===== config.mk =====
export PLATFORM = sky130hd
export DESIGN_NAME = wam_game_core
export DESIGN_NICKNAME = d
export VERILOG_FILES = /design/src/rtl/wam_game_core.sv
export SDC_FILE = /design/constraint.sdc
export NUM_CORES = 1
export LEC_CHECK = 0
export ABC_AREA = 1
export CAP_MARGIN = 20
export CORE_MARGIN = 2
export CORE_UTILIZATION = 53
export CTS_CLUSTER_SIZE = 40
export DETAILED_ROUTE_END_ITERATION = 12
export PLACE_DENSITY = 0.76
export SYNTH_ARGS = -nofsm -noshare
export SYNTH_HDL_FRONTEND = slang
export SYNTH_SLANG_ARGS = --single-unit

===== constraint.sdc =====
create_clock -name clk -period 1.7 [get_ports clk]
set_clock_uncertainty 0.15 [all_clocks]
set_input_delay 0.17 -clock clk [delete_from_list [all_inputs] [get_ports clk]]
set_output_delay 0.17 -clock clk [all_outputs]
set_load 0.005 [all_outputs]

===== src/rtl/wam_game_core.sv =====
// Whack-a-mole game engine: LFSR-driven mole spawner, tap hit detection,
// saturating 3-digit BCD score, per-second countdown and end-of-round flag.
module wam_game_core #(
    parameter int          TICKS_PER_SEC = 100,
    parameter int          GAME_SECS     = 30,
    parameter int          GAP_TICKS     = 20,
    parameter int          LIFE_UNIT     = 25,
    parameter logic [15:0] LFSR_SEED     = 16'hACE1
) (
    input  logic        clk,
    input  logic        clr,
    input  logic        tick,
    input  logic        start,
    input  logic [7:0]  tap,
    input  logic [3:0]  hrdn,
    output logic [7:0]  holes,
    output logic [11:0] score,
    output logic [4:0]  time_display,
    output logic        pause
);

    localparam logic [15:0] SEC_LAST  = 16'(TICKS_PER_SEC - 1);
    localparam logic [15:0] GAP_INIT  = 16'(GAP_TICKS);
    localparam logic [4:0]  SECS_INIT = 5'(GAME_SECS);
    localparam logic [15:0] LIFE_L0   = 16'(4 * LIFE_UNIT);
    localparam logic [15:0] LIFE_L1   = 16'(3 * LIFE_UNIT);
    localparam logic [15:0] LIFE_L2   = 16'(2 * LIFE_UNIT);
    localparam logic [15:0] LIFE_L3   = 16'(1 * LIFE_UNIT);

    typedef enum logic [1:0] {
        ST_IDLE = 2'd0,
        ST_PLAY = 2'd1,
        ST_DONE = 2'd2
    } state_t;

    // Galois form of x^16+x^14+x^13+x^11, shifting right.
    function automatic logic [15:0] lfsr_step(input logic [15:0] v);
        logic [15:0] r;
        r = {1'b0, v[15:1]};
        if (v[0]) begin
            r = r ^ 16'hB400;
        end else begin
            r = r;
        end
        return r;
    endfunction

    function automatic logic [11:0] bcd_inc(input logic [11:0] v);
        logic [11:0] r;
        r = v;
        if (v == 12'h999) begin
            r = v;
        end else if (v[3:0] != 4'd9) begin
            r[3:0] = v[3:0] + 4'd1;
        end else if (v[7:4] != 4'd9) begin
            r[3:0] = 4'd0;
            r[7:4] = v[7:4] + 4'd1;
        end else begin
            r[7:0]  = 8'h00;
            r[11:8] = v[11:8] + 4'd1;
        end
        return r;
    endfunction

    function automatic logic [15:0] life_of(input logic [3:0] d);
        logic [15:0] r;
        case (d)
            4'd0:    r = LIFE_L0;
            4'd1:    r = LIFE_L1;
            4'd2:    r = LIFE_L2;
            default: r = LIFE_L3;
        endcase
        return r;
    endfunction

    state_t      state_r, state_next_s;
    logic [7:0]  holes_r, holes_next_s;
    logic [11:0] score_r, score_next_s;
    logic [4:0]  secs_left_r, secs_next_s;
    logic        pause_r, pause_next_s;
    logic [15:0] lfsr_r;
    logic        start_q_r;
    logic [7:0]  tap_q_r;
    logic [15:0] sec_cnt_r, sec_next_s;
    logic [15:0] gap_cnt_r, gap_next_s;
    logic [15:0] life_cnt_r, life_next_s;
    logic [2:0]  prev_hole_r, prev_next_s;

    logic        start_edge_s;
    logic [7:0]  tap_edge_s;
    logic        hit_s;
    logic        time_up_s;
    logic [2:0]  spawn_hole_s;

    assign start_edge_s = start & ~start_q_r;
    assign tap_edge_s   = tap & ~tap_q_r;
    assign hit_s        = |(tap_edge_s & holes_r);
    assign time_up_s    = tick && (sec_cnt_r == SEC_LAST) && (secs_left_r == 5'd1);
    // Never repeat the previous hole back to back.
    assign spawn_hole_s = (lfsr_r[2:0] == prev_hole_r) ? (lfsr_r[2:0] + 3'd1) : lfsr_r[2:0];

    // Next-state and next-output computation for the game FSM.
    always_comb begin
        state_next_s = state_r;
        holes_next_s = holes_r;
        score_next_s = score_r;
        secs_next_s  = secs_left_r;
        pause_next_s = pause_r;
        sec_next_s   = sec_cnt_r;
        gap_next_s   = gap_cnt_r;
        life_next_s  = life_cnt_r;
        prev_next_s  = prev_hole_r;
        case (state_r)
            ST_IDLE, ST_DONE: begin
                if (start_edge_s) begin
                    state_next_s = ST_PLAY;
                    score_next_s = 12'h000;
                    secs_next_s  = SECS_INIT;
                    holes_next_s = 8'h00;
                    sec_next_s   = 16'd0;
                    gap_next_s   = GAP_INIT;
                    pause_next_s = 1'b0;
                end else begin
                    holes_next_s = 8'h00;
                end
            end
            ST_PLAY: begin
                if (time_up_s) begin
                    // Round end outranks a same-cycle hit.
                    state_next_s = ST_DONE;
                    holes_next_s = 8'h00;
                    pause_next_s = 1'b1;
                    secs_next_s  = 5'd0;
                    sec_next_s   = 16'd0;
                end else begin
                    if (tick) begin
                        if (sec_cnt_r == SEC_LAST) begin
                            sec_next_s  = 16'd0;
                            secs_next_s = secs_left_r - 5'd1;
                        end else begin
                            sec_next_s = sec_cnt_r + 16'd1;
                        end
                    end else begin
                        sec_next_s = sec_cnt_r;
                    end
                    if (hit_s) begin
                        holes_next_s = 8'h00;
                        gap_next_s   = GAP_INIT;
                        score_next_s = bcd_inc(score_r);
                    end else if (tick && (holes_r != 8'h00)) begin
                        if (life_cnt_r <= 16'd1) begin
                            holes_next_s = 8'h00;
                            gap_next_s   = GAP_INIT;
                            life_next_s  = 16'd0;
                        end else begin
                            life_next_s = life_cnt_r - 16'd1;
                        end
                    end else if (tick) begin
                        if (gap_cnt_r <= 16'd1) begin
                            holes_next_s = 8'h01 << spawn_hole_s;
                            life_next_s  = life_of(hrdn);
                            prev_next_s  = spawn_hole_s;
                            gap_next_s   = 16'd0;
                        end else begin
                            gap_next_s = gap_cnt_r - 16'd1;
                        end
                    end else begin
                        holes_next_s = holes_r;
                    end
                end
            end
            default: begin
                state_next_s = ST_IDLE;
                holes_next_s = 8'h00;
                pause_next_s = 1'b0;
            end
        endcase
    end

    // State, counters, LFSR and input-edge registers.
    always_ff @(posedge clk) begin
        if (clr) begin
            state_r     <= ST_IDLE;
            holes_r     <= 8'h00;
            score_r     <= 12'h000;
            secs_left_r <= SECS_INIT;
            pause_r     <= 1'b0;
            lfsr_r      <= LFSR_SEED;
            start_q_r   <= 1'b0;
            tap_q_r     <= 8'h00;
            sec_cnt_r   <= 16'd0;
            gap_cnt_r   <= 16'd0;
            life_cnt_r  <= 16'd0;
            prev_hole_r <= 3'd0;
        end else begin
            state_r     <= state_next_s;
            holes_r     <= holes_next_s;
            score_r     <= score_next_s;
            secs_left_r <= secs_next_s;
            pause_r     <= pause_next_s;
            lfsr_r      <= lfsr_step(lfsr_r);
            start_q_r   <= start;
            tap_q_r     <= tap;
            sec_cnt_r   <= sec_next_s;
            gap_cnt_r   <= gap_next_s;
            life_cnt_r  <= life_next_s;
            prev_hole_r <= prev_next_s;
        end
    end

    assign holes        = holes_r;
    assign score        = score_r;
    assign time_display = secs_left_r;
    assign pause        = pause_r;

endmodule

# Yosys cells after proc, flatten, opt, wreduce, memory -nomap -nowiden
# Index checks and enable logic that the tools add are counted.
# totals
reg_bits	104
input_bits	16
out_inout_bits	26
word_cells	123
# op_classes
n_addsub	8
order_cmp	2
eq_ne	22
shifts	1
n_mux	44
bitwise_logic	10
n_reduce_logical	22
# op_table
op	count
two-way mux 16 bit	16
case mux 16 bit (2 select lines)	2
two-way mux 12 bit	4
two-way mux 8 bit	6
<= comparator 16 x 1 -> 1 bit (second input constant)	2
subtractor 16 x 1 -> 16 bit (second input constant)	2
case mux 12 bit (2 select lines)	1
case mux 7 bit (3 select lines)	1
two-way mux 5 bit	4
adder 16 x 1 -> 16 bit (second input constant)	1
AND 8 bit	2
equality test 16 x 7 -> 1 bit (second input constant)	1
!= test 4 bit (second input constant)	4
AND reduction 5 bit	3
!= test 2 bit (second input constant)	7
adder 4 x 1 -> 4 bit (second input constant)	3
equality test 12 bit (second input constant)	1
AND reduction 6 bit	2
OR reduction 11 bit	1
case mux 5 bit (2 select lines)	1
two-way mux 4 bit	2
inverter 8 bit	1
nonzero test 8 bit	1
OR reduction 8 bit	1
28 further kinds	40

# Depth between registers and ports, before layout
# depth
ltp_word	7
ltp_mapped	13

# Least setup slack after synthesis
# No wires, ideal clock.
# synth_path
kind	register -> register
from	register life_cnt_r[0]
to	register gap_cnt_r[10]
arrival_time_ns	1.639
setup_slack_ns	-0.153
path_stages_with_launch	13
path_buffers	1
period_less_slack_ns	1.853
cell_sequence	dfxtp_1 inv_1 ha_1 o21ai_0 nor2_1 nand2_1 nand2_2 nand2_1 nand2_2 buf_2 nand3_1 nand2_1 nor2_1
# synth_between
elab_chain_cells	3
# synth_lines
element	line	source
start, declared	86	logic [15:0] life_cnt_r, life_next_s;
start signal, assigned	206	life_cnt_r <= life_next_s;
<= comparator 16 x 1 -> 1 bit	151	if (life_cnt_r <= 16'd1) begin
!= test 4 bit (no line)	-	
AND reduction 5 bit (no line)	-	
end signal, assigned	205	gap_cnt_r <= gap_next_s;
end, declared	85	logic [15:0] gap_cnt_r, gap_next_s;
# Every way passes these cells.
# A chain may end at the register's enable or synchronous reset.

# Worst setup path in the final report
# layout_path
from	register score_r[9] (netlist: score[9])
to	register score_r[0] (netlist: score[0])
# layout_between
elab_chain_cells	3
# layout_lines
element	line	source
start, declared	78	logic [11:0] score_r, score_next_s;
start signal, assigned	198	score_r <= score_next_s;
equality test 12 bit	51	if (v == 12'h999) begin
!= test 2 bit (no line)	-	
AND reduction 5 bit (no line)	-	
# Every way passes these cells.

==> run summary <==
status -> finished, violations left
failing checks -> negative setup slack
DR vias/cell -> 5.47
Slowest cell on crit path -> dfxtp_2
Tot GR Track Use -> 0.284
crit-path max FO -> 4
final routed DRC violation total -> 0
YS warnings -> 0
# port buffers -> 41
largest net degree at the start of global routing -> 35
Slew Viols, Final -> 0
global placement routability congestion -> 0.928
DR pass1 iterations -> 5
footprint of the multi-input gates -> 0.00389 sq mm
clock insertion delay at the later pin of the skew report -> 0.40 ns
library cell with the highest instance count after synthesis -> nor2_1
Worst Setup SP -> score[9]
WP data required -> 1.87 ns
worst path cell trace -> inv_1, ha_2, nand3_2, nor2_2, a21oi_2, buf_4, nand2_2, nor2_4, nand3b_1, a21oi_2
fraction of layout cells with a size suffix above 1 -> 0.378
top sig layer -> met4
core area -> 0.0104 sq mm
first-pass GRT wire length -> 26,700 microns
reg2reg end -> score[0]
Setup crit end kind -> flop
Min Hold Slack -> 0.167 ns
Die H -> 107 microns
critical path's most frequent cell -> a21oi_2
Pleak -> 4.21 nW
Initial Util -> 0.547
initial antenna violation count -> 0
RSZ-0062 raised after global routing -> yes
Max clock buf depth -> 2
CTS tree -> yes
Max Cap Violations -> 0
Placement Cell Area -> 0.00742 sq mm
total chip power -> 6.75 mW
1st-iter DRT viols -> 639
vias in the first global route -> 6,006
Area contributors post-synth -> dfxtp_1 36%, nor2_1 15%, nand2_1 13%
r2r setup slk -> -0.17 ns
Synthesized Nets -> 928
R2R depth -> 10
synthesized area per cell -> 6.32 sq um
Die ar. -> 0.0115 sq mm
slowest stage delay, CP -> 0.35 ns
Worst Hold Path EP -> tap_q_r[3]
total CTS buffers -> 9
fin nets -> 1,139
Unique masters post-synth -> 38
sequential cell area -> 0.00212 sq mm
hold buffers post-CTS -> 0
Detail Route Antenna Nets -> 0
final HPWL from detailed placement -> 11,000 microns
Detail Route met2 WL -> 10,000 microns
final period demand of the worst path -> 1.87 ns
total grt overflow -> 0
Die Width -> 107 microns
Setup-failing EPs final -> 57
Diodes inserted -> 0
Core Rows -> 37
Synth top area share -> 0.364
Worst EP arrival -> 2.04 ns
placed cells -> 1,206
average wire per standard cell -> 16.0 microns
Filler cells -> 578
Setup crit start kind -> flop
Synth Flop Type -> dfxtp_1
Slew @ Worst Pin -> 0.408 ns
io pins -> 42
final worst-path setup slack -> -0.170 ns
Final period util -> 1.10
share of the yosys chip area belonging to registers -> 0.364
PD cells -> 770 mW/mm^2
WL met1 -> 7880 microns
WL met3 -> 1140 microns
reg-to-reg critical path startpoint -> score[9]
Vias -> 6,843
FF+latch count, synth -> 103
Worst-path clk slew -> 0.11 ns
worst hold stages -> 3
Syn Inst Count -> 898
Rel. slew slack -> 0.728
Post-synth EDFFs -> 0
Setup TNS -> -5.17 ns
final wirelength -> 20,000 microns
FFs w/ async S/R, synth -> 0
clk sinks -> 103
H-tree depth -> 3
Area Overhead vs Synth -> 54.6%
design area -> 0.00877 sq mm
Final Instance Count excl. Fillers -> 1,250
min-delay src -> tap[3]
mapped cell area -> 0.00567 sq mm
most frequent cells after synthesis -> 221 x nor2_1, 203 x nand2_1, 113 x inv_1
leading area contributor after synthesis -> dfxtp_1
root buffer cell -> clkbuf_8
f_max -> 0.535 GHz
VDD IR max -> 0.714 mV
WS Path Type -> reg2reg
Hold Path Class -> in2reg
final hold violation count -> 0
==> logic make-up (layout without fill, tap and decap cells) <==
family | after synthesis | count (layout) | synth area share
buffers and inverters | 136 | 351 | 0.0944
and+or+nand+nor | 536 | 537 | 0.393
AOI/OAI and AO/OA | 84 | 84 | 0.0794
xor gates and xnor gates | 25 | 25 | 0.0386
DFF | 103 | 103 | 0.364
adders and majority gates | 14 | 14 | 0.0309
==> worst max-delay path by stage <==
stage / to / slack [ns] / cells after the start
floorplan: life_cnt_r[11] / -0.01 / 11
global placement: score[4] / -0.34 / 10
detailed placement: gap_cnt_r[15] / -0.39 / 13
CTS: life_cnt_r[7] / -0.07 / 11
global route: holes[3] / -0.24 / 11
finish: score[0] / -0.17 / 10
==> timing repair <==
action,CTS,global route
cloned,1,1
buffers inserted,8,18
resized for setup,89,212
setup endpoints to repair,70,92
pin swaps,31,76
==> final cells by class <==
class / instances / area share
clock inverter: 7 / 0.0101
inverter: 120 / 0.0539
tap: 136 / 0.0194
timing repair buffer: 215 / 0.217
multi-input combinational: 660 / 0.444
sequential: 103 / 0.242
clock buffer: 9 / 0.0141
==> per-layer routing <==
metal	GRT usage	vias up
li1	-	3231
met1	0.363	3199
met2	0.489	315
met3	0.0424	98
met4	0.0989	0
met5	0	-
==> worst max-delay path, delay by kind of cell, from the launching register on <==
kind	cells	cell delay [ns]
flip-flops	1	0.35
AND/OR/NAND/NOR	5	0.52
adder cells (fa/ha/maj)	1	0.18
AO/OA/AOI/OAI	2	0.38
buffers and inverters	2	0.21
==> registers in the layout, indices dropped and copies added, names as in the netlist <==
name	flops
life_cnt_r	16
start_q_r	1
state_r	2
lfsr_r	16
prev_hole_r	3
holes	8
sec_cnt_r	16
tap_q_r	8
score	12
gap_cnt_r	16
time_display	5
==> metrics by stage <==
stage	setup slack (ns)	utilization
3_5_place_dp	-0.386	0.715
3_3_place_gp	-0.336	0.715
6_report	-0.170	0.846
2_1_floorplan	-0.0121	-
4_1_cts	-0.0710	0.766
5_1_grt	-0.242	0.846
==> where the power goes <==
| part | internal [mW] | switching, mW | total [mW] |
|---|---|---|---|
| sequential | 2.54 | 0.0957 | 2.63 |
| clock | 0.720 | 0.986 | 1.71 |
| combinational | 1.07 | 1.34 | 2.41 |
==> placed cells by master (no fill, tap or decap), types with 3 or more instances in the layout <==
cell type	n
nand2_1	181
nor2_1	156
buf_4	146
inv_1	98
dfxtp_1	66
nand3_1	45
nor2_2	45
dfxtp_2	32
nor2_4	25
clkdlybuf4s50_1	25
a21oi_1	23
buf_6	23
nand3_2	20
nand2_2	18
dlymetal6s2s_1	15
o21ai_1	14
inv_2	13
o21ai_0	13
xor2_1	13
nand4_1	12
a21oi_2	12
o21ai_2	11
nand2_4	10
xnor2_1	9
clkbuf_8	9
nor3_1	8
ha_4	8
inv_4	7
ha_1	5
dfxtp_4	5
buf_12	5
nand3_4	4
or2_2	4
inv_8	3
No activity file was read; power rests on OpenSTA's default activity.
